--- config.mk ---
export PLATFORM = sky130hd
export DESIGN_NAME = preset_sequencer
export DESIGN_NICKNAME = d
export VERILOG_FILES = /design/src/rtl/sys_array_pkg.sv /design/src/rtl/preset_rom.sv /design/src/rtl/preset_sequencer.sv
export SDC_FILE = /design/constraint.sdc
export NUM_CORES = 1
export LEC_CHECK = 0
export ABC_CLOCK_PERIOD_IN_PS = 7300
export BUFFER_PORTS_ARGS = -buffer_cell sky130_fd_sc_hd__buf_2
export CAP_MARGIN = 20
export CORE_ASPECT_RATIO = 0.8
export CORE_MARGIN = 3
export CORE_UTILIZATION = 62
export CTS_BUF_LIST = sky130_fd_sc_hd__clkbuf_4 sky130_fd_sc_hd__clkbuf_8
export CTS_CLUSTER_SIZE = 8
export DETAILED_ROUTE_END_ITERATION = 6
export PLACE_DENSITY = 0.88
export REMOVE_ABC_BUFFERS = 1
export SYNTH_ARGS = -nofsm -noshare
export SYNTH_HDL_FRONTEND = slang
export SYNTH_HIERARCHICAL = 1
export SYNTH_SLANG_ARGS = --single-unit
--- constraint.sdc ---
create_clock -name clk -period 7.3 [get_ports clk]
set_clock_uncertainty 0.1 [all_clocks]
set_input_delay 0.73 -clock clk [delete_from_list [all_inputs] [get_ports clk]]
set_output_delay 0.73 -clock clk [all_outputs]
set_load 0.005 [all_outputs]
--- src/rtl/sys_array_pkg.sv ---
// sys_array_pkg: preset vector type, preset table and sequencer state encoding.
package sys_array_pkg;
  typedef struct packed {
    logic [7:0]  inp;
    logic [7:0]  par;
    logic [15:0] prop;
    logic [15:0] result;
  } preset_t;
  typedef enum logic [2:0] {IDLE, LOAD, WAIT, CHECK, DONE} state_t;
  localparam preset_t PRESET_TABLE [8] = '{
    '{8'd3,   8'd5,   16'd10,  16'd25},
    '{8'd255, 8'd255, 16'd0,   16'd65025},
    '{8'd0,   8'd7,   16'd100, 16'd100},
    '{8'd3,   8'd3,   16'd3,   16'd12},
    '{8'd4,   8'd4,   16'd4,   16'd20},
    '{8'd5,   8'd5,   16'd5,   16'd30},
    '{8'd6,   8'd6,   16'd6,   16'd42},
    '{8'd7,   8'd7,   16'd7,   16'd56}
  };
endpackage

--- src/rtl/preset_rom.sv ---
// preset_rom: combinational lookup of a preset vector by index.
module preset_rom
  import sys_array_pkg::*;
(
  input  logic [2:0] code_i,
  output preset_t    preset_o
);
  assign preset_o = PRESET_TABLE[code_i];
endmodule

--- src/rtl/preset_sequencer.sv ---
// preset_sequencer: drives preset vectors into a cell and checks its result.
// Define PRESET_SWEEP_EN to make start run every preset back-to-back.
module preset_sequencer
  import sys_array_pkg::*;
#(
  parameter int DATA_WIDTH   = 8,
  parameter int NUM_PRESETS  = 8,
  parameter int CELL_LATENCY = 2
) (
  input  logic                    clk,
  input  logic                    reset,
  input  logic                    start,
  input  logic                    next_preset,
  input  logic [2*DATA_WIDTH-1:0] cell_out,
  output logic [2:0]              code,
  output logic                    param_load,
  output logic [DATA_WIDTH-1:0]   inp,
  output logic [DATA_WIDTH-1:0]   par,
  output logic [2*DATA_WIDTH-1:0] prop,
  output logic                    busy,
  output logic                    pass,
  output logic                    fail,
  output logic [3:0]              fail_count
);
  localparam int W2 = 2 * DATA_WIDTH;
  localparam logic [2:0] CMAX = 3'(NUM_PRESETS - 1);
  state_t state_q, state_d;
  logic [2:0] code_q, code_d;
  logic [3:0] cnt_q, fc_q;
  logic [DATA_WIDTH-1:0] inp_q, par_q;
  logic [W2-1:0] prop_q, exp_q;
  logic pass_q, fail_q;
  logic go, nxt, miss, bad, last;
  preset_t rom;
  // ROM follows next-state code so operands land exactly as LOAD begins
  preset_rom u_rom (.code_i(code_d), .preset_o(rom));
  assign go   = state_q == IDLE && start;
  assign nxt  = (state_q == IDLE || state_q == DONE) && next_preset && !go;
  assign miss = cell_out != exp_q;
`ifdef PRESET_SWEEP_EN
  logic [2:0] orig_q;
  logic any_q;
  assign last = code_q == CMAX;
  assign bad  = any_q | miss;
  always_ff @(posedge clk or posedge reset)
    if (reset) begin
      orig_q <= '0;
      any_q  <= 1'b0;
    end else if (go) begin
      orig_q <= code_q;
      any_q  <= 1'b0;
    end else if (state_q == CHECK) any_q <= bad;
`else
  assign last = 1'b1;
  assign bad  = miss;
`endif
  always_ff @(posedge clk or posedge reset)
    if (reset) state_q <= IDLE;
    else state_q <= state_d;
  always_comb begin
    state_d = state_q;
    code_d  = nxt ? (code_q + 3'd1) & CMAX : code_q;
    case (state_q)
      IDLE:    state_d = start ? LOAD : IDLE;
      LOAD:    state_d = WAIT;
      WAIT:    state_d = cnt_q == 4'd0 ? CHECK : WAIT;
      CHECK:   state_d = last ? DONE : LOAD;
      DONE:    state_d = IDLE;
      default: state_d = IDLE;
    endcase
`ifdef PRESET_SWEEP_EN
    if (go) code_d = '0;
    else if (state_q == CHECK) code_d = last ? orig_q : code_q + 3'd1;
`endif
  end
  always_comb begin
    param_load = state_q == LOAD;
    busy       = state_q == LOAD || state_q == WAIT || state_q == CHECK;
  end
  always_ff @(posedge clk or posedge reset)
    if (reset) begin
      code_q <= '0;
      cnt_q  <= '0;
      fc_q   <= '0;
      inp_q  <= '0;
      par_q  <= '0;
      prop_q <= '0;
      exp_q  <= '0;
      pass_q <= 1'b0;
      fail_q <= 1'b0;
    end else begin
      code_q <= code_d;
      if (state_d == LOAD) begin
        inp_q  <= DATA_WIDTH'(rom.inp);
        par_q  <= DATA_WIDTH'(rom.par);
        prop_q <= W2'(rom.prop);
        exp_q  <= W2'(rom.result);
        cnt_q  <= 4'(CELL_LATENCY - 1);
      end else if (state_q == WAIT && cnt_q != 4'd0) cnt_q <= cnt_q - 4'd1;
      if (go || nxt) begin
        pass_q <= 1'b0;
        fail_q <= 1'b0;
      end else if (state_q == CHECK && last) begin
        pass_q <= !bad;
        fail_q <= bad;
      end
      if (state_q == CHECK && miss && fc_q != 4'd15) fc_q <= fc_q + 4'd1;
    end
  assign code       = code_q;
  assign inp        = inp_q;
  assign par        = par_q;
  assign prop       = prop_q;
  assign pass       = pass_q;
  assign fail       = fail_q;
  assign fail_count = fc_q;
endmodule

==> impl_metrics.csv <==
group,metric,value,unit
synth,synth.lib_cells_used.distinct,37,
floorplanning,fp.dieArea,6107,sq um
critical_path,timing.reg2reg.worst_path_depth,6,
synth,synth_area_leader_cell,"dfrtp_1",
power_and_ir_drop,leakagePower,1.755,nW
routing,detail_route.first_pass.iterations,4,
routing,avgViaCountPerCell,5.035,
critical_path,critical_path.endpoint_type,"flop",
cts,insertion_delay,0.32,ns
cts,clkSinkCount,64,
min_path,hold_path_startpoint,"par[6]",
floorplanning,io_pins,63,
critical_path,cp-startpoint,"state_q[1]",
sta,timing_max_transition_violations_final,0,
power_and_ir_drop,power.ir.vdd_worst,0.3828,mV
sta,setup_violations,0,
critical_path,cp.required,7.46,ns
sta,rsz0062_at_grt,"no",
synth,yosysMostFrequentCell,"dfrtp_1",
cts,cts-htree-levels,3,
flow_run,max_cap_viol_count,0,
sta,max-slew-margin-rel,32.28,%
placement,post-dp-hpwl,3640,um
routing,detailedRoute.firstIterationViolations,61,
critical_path,r2r_setup_slack,4.41,ns
floorplanning,floorplan.die.height,70.50,um
floorplanning,die_w,86.63,um
final_layout,finish.net_count,337,
grt,antenna_found_initial,0,
sta,worst_tran_pin_value,1.014,ns
synth,synth_top_cells_by_area,"dfrtp_1 (50%), mux2_1 (14%), buf_4 (8.1%), xnor2_1 (6.0%), ha_1 (3.9%)",
cts,post_cts_resized,0,
cts,post_cts.repair.setup_buffers,0,
final_layout,drive_above_1_share,31.41,%
sta,setup-tns-final,0,ns
routing,detail_route.wl_per_cell,13.94,um
floorplanning,start_util,67.32,%
grt,grt_pass1_wl,8825,um
floorplanning,core,4790,sq um
critical_path,worst_setup_path_start_kind,"flop",
routing,antenna_violating_nets_post_route,0,
grt,remaining_global_route_overflow,0,
grt,grt_pass1_vias,1910,
synth,synth.yosys.seq_area_share,49.67,%
grt,grt_max_degree,65,
synth,syn_avg_cell_area,12.50,sq um
cts,clk_pin_slew_worst_paths,0.06,ns
routing,sum_of_routed_wire_length_over_all_layers,5187,um
cts,cts_tree,"done",
cts,max-clock-path-buffers,2,
cts,clk_root_buffer_cell,"clkbuf_8",
cts,cts-hold-fix-buffers,0,
final_layout,finalInstanceArea,3582,sq um
grt,global_route.usage.total,18.63,%
routing,route.vias.total,1873,
synth,yosys-top-cells-count,"dfrtp_1 (64), mux2_1 (40), buf_4 (35), xnor2_1 (22), nor2_1 (13)",
min_path,hold_path_depth,1,
placement,buffer_ports.inserted,62,
final_layout,area_growth_syn_to_layout,11.10,%
routing,drc,0,
placement,dpl_cell_area,3390,sq um
synth,synth_edf_count,0,
sta,fmax,346.3,MHz
critical_path,timing.setup.critical_path_class,"flop to flop",
floorplanning,floorplan.rows,22,
final_layout,fillers,348,
synth,postSynthRegisterBits,64,
sta,finalCritPeriodShare,39.56,%
placement,gpl.final_weighted_congestion,0.8055,
final_layout,n_antenna_cell,0,
min_path,hold_path_class,"flop to flop",
sta,hold_viol_final,0,
critical_path,timing.rr.start,"state_q[1]",
synth,syn-cell-area,3224,sq um
critical_path,cp_max_fo,17,
outcome,outcome,"finished, final reports clean",
critical_path,cp_data_arrival_time,3.05,ns
synth,synthFlopType,"dfrtp_1",
power_and_ir_drop,powerDensity,439.1,nW/um^2
synth,post_synth_inst_count,258,
synth,synthArstFlopShare,100.0,%
synth,synth.yosys.warnings,6,
synth,synth_top_area_share,49.67,%
cts,cts-buffers-inserted,9,
sta,min_period,2.888,ns
[cell families (layout without fill, tap and decap cells)]
family	count (synthesis)	in the layout	share of synthesized area, %
xor gates and xnor gates	24	24	6.519
adders and majority gates	10	10	3.880
buffers and inverters	47	90	9.934
other	1	12	0.1163
DFF	64	64	49.67
muxes	53	53	18.59
and+or+nand+nor	47	47	8.887
AOI/OAI and AO/OA	12	12	2.405
[worst paths after layout]
path | endpoint
worst max-delay path | inp[5]
worst min-delay path | par[6]
worst max register to register | inp[5]
worst min register to register | par[6]
max in group asynchronous | exp_q[10]
min in group asynchronous | fail_count[1]
[power breakdown]
| group | total (mW) | internal [mW] | switching (mW) |
|---|---|---|---|
| clock | 0.281 | 0.158 | 0.122 |
| sequential | 0.635 | 0.521 | 0.114 |
| combinational | 0.657 | 0.345 | 0.312 |
| total | 1.57 | 1.02 | 0.549 |
[sequential cells by signal, indices dropped and copies added (netlist names)]
register	cells
exp_q	16
prop	16
inp	8
par	8
cnt_q	4
fail_count	4
code	3
state_q	3
fail	1
pass	1
[cell usage in the layout (no fill, tap or decap), types with 2 or more instances in the layout]
master,count
clkbuf_4,2
a21boi_1,2
buf_4,3
mux2_2,11
nand4_1,6
or2_1,2
nor2_1,13
a31oi_1,2
nand2b_1,6
inv_1,7
dfrtp_1,64
nor2b_1,8
mux2_1,40
conb_1,12
xnor2_1,22
a21oi_1,3
clkbuf_8,12
buf_2,62
nand2_1,3
xor2_1,2
ha_1,10
[area by class of cell]
class | count | area [sq um] | area share, %
Inverter | 9 | 36.28 | 1.013
Clock inverter | 2 | 12.51 | 0.3493
Clock buffer | 14 | 180.2 | 5.030
Tap cell | 60 | 75.07 | 2.096
Timing Repair Buffer | 65 | 332.8 | 9.291
Sequential cell | 64 | 1602 | 44.71
Multi-Input combinational cell | 158 | 1344 | 37.51
[critical path, cell delays in order, from the launching register on]
cell	delay, ns
dfrtp_1	0.50
nor2_1	0.26
nand3_1	0.17
xnor2_1	0.49
ha_1	0.25
nor2b_1	0.80
mux2_1	0.25
[per-layer routing]
layer	share of wire (%)	global-route usage, %	vias up
li1	-	-	926
met1	45	25.10	898
met2	47	27.16	47
met3	7.0	8.726	2
met4	0.64	5.190	0
met5	0	0	-
[stage by stage]
stage | util, % | setup WS [ns] | cells | hold WS, ns | power [mW]
after detailed placement | 70.77 | 4.173 | 356 | 0.3692 | 1.306
after global placement | 70.77 | 4.300 | 356 | 0.3634 | 1.273
after CTS | 74.79 | 4.419 | 372 | 0.3838 | 1.596
final | 74.79 | 4.412 | 372 | 0.3792 | 1.573
after floorplan | - | 4.526 | 231 | 0.3798 | 1.072
after global routing | 74.79 | 4.144 | 372 | 0.3952 | 1.706
Power figures use the tool's default switching activity.
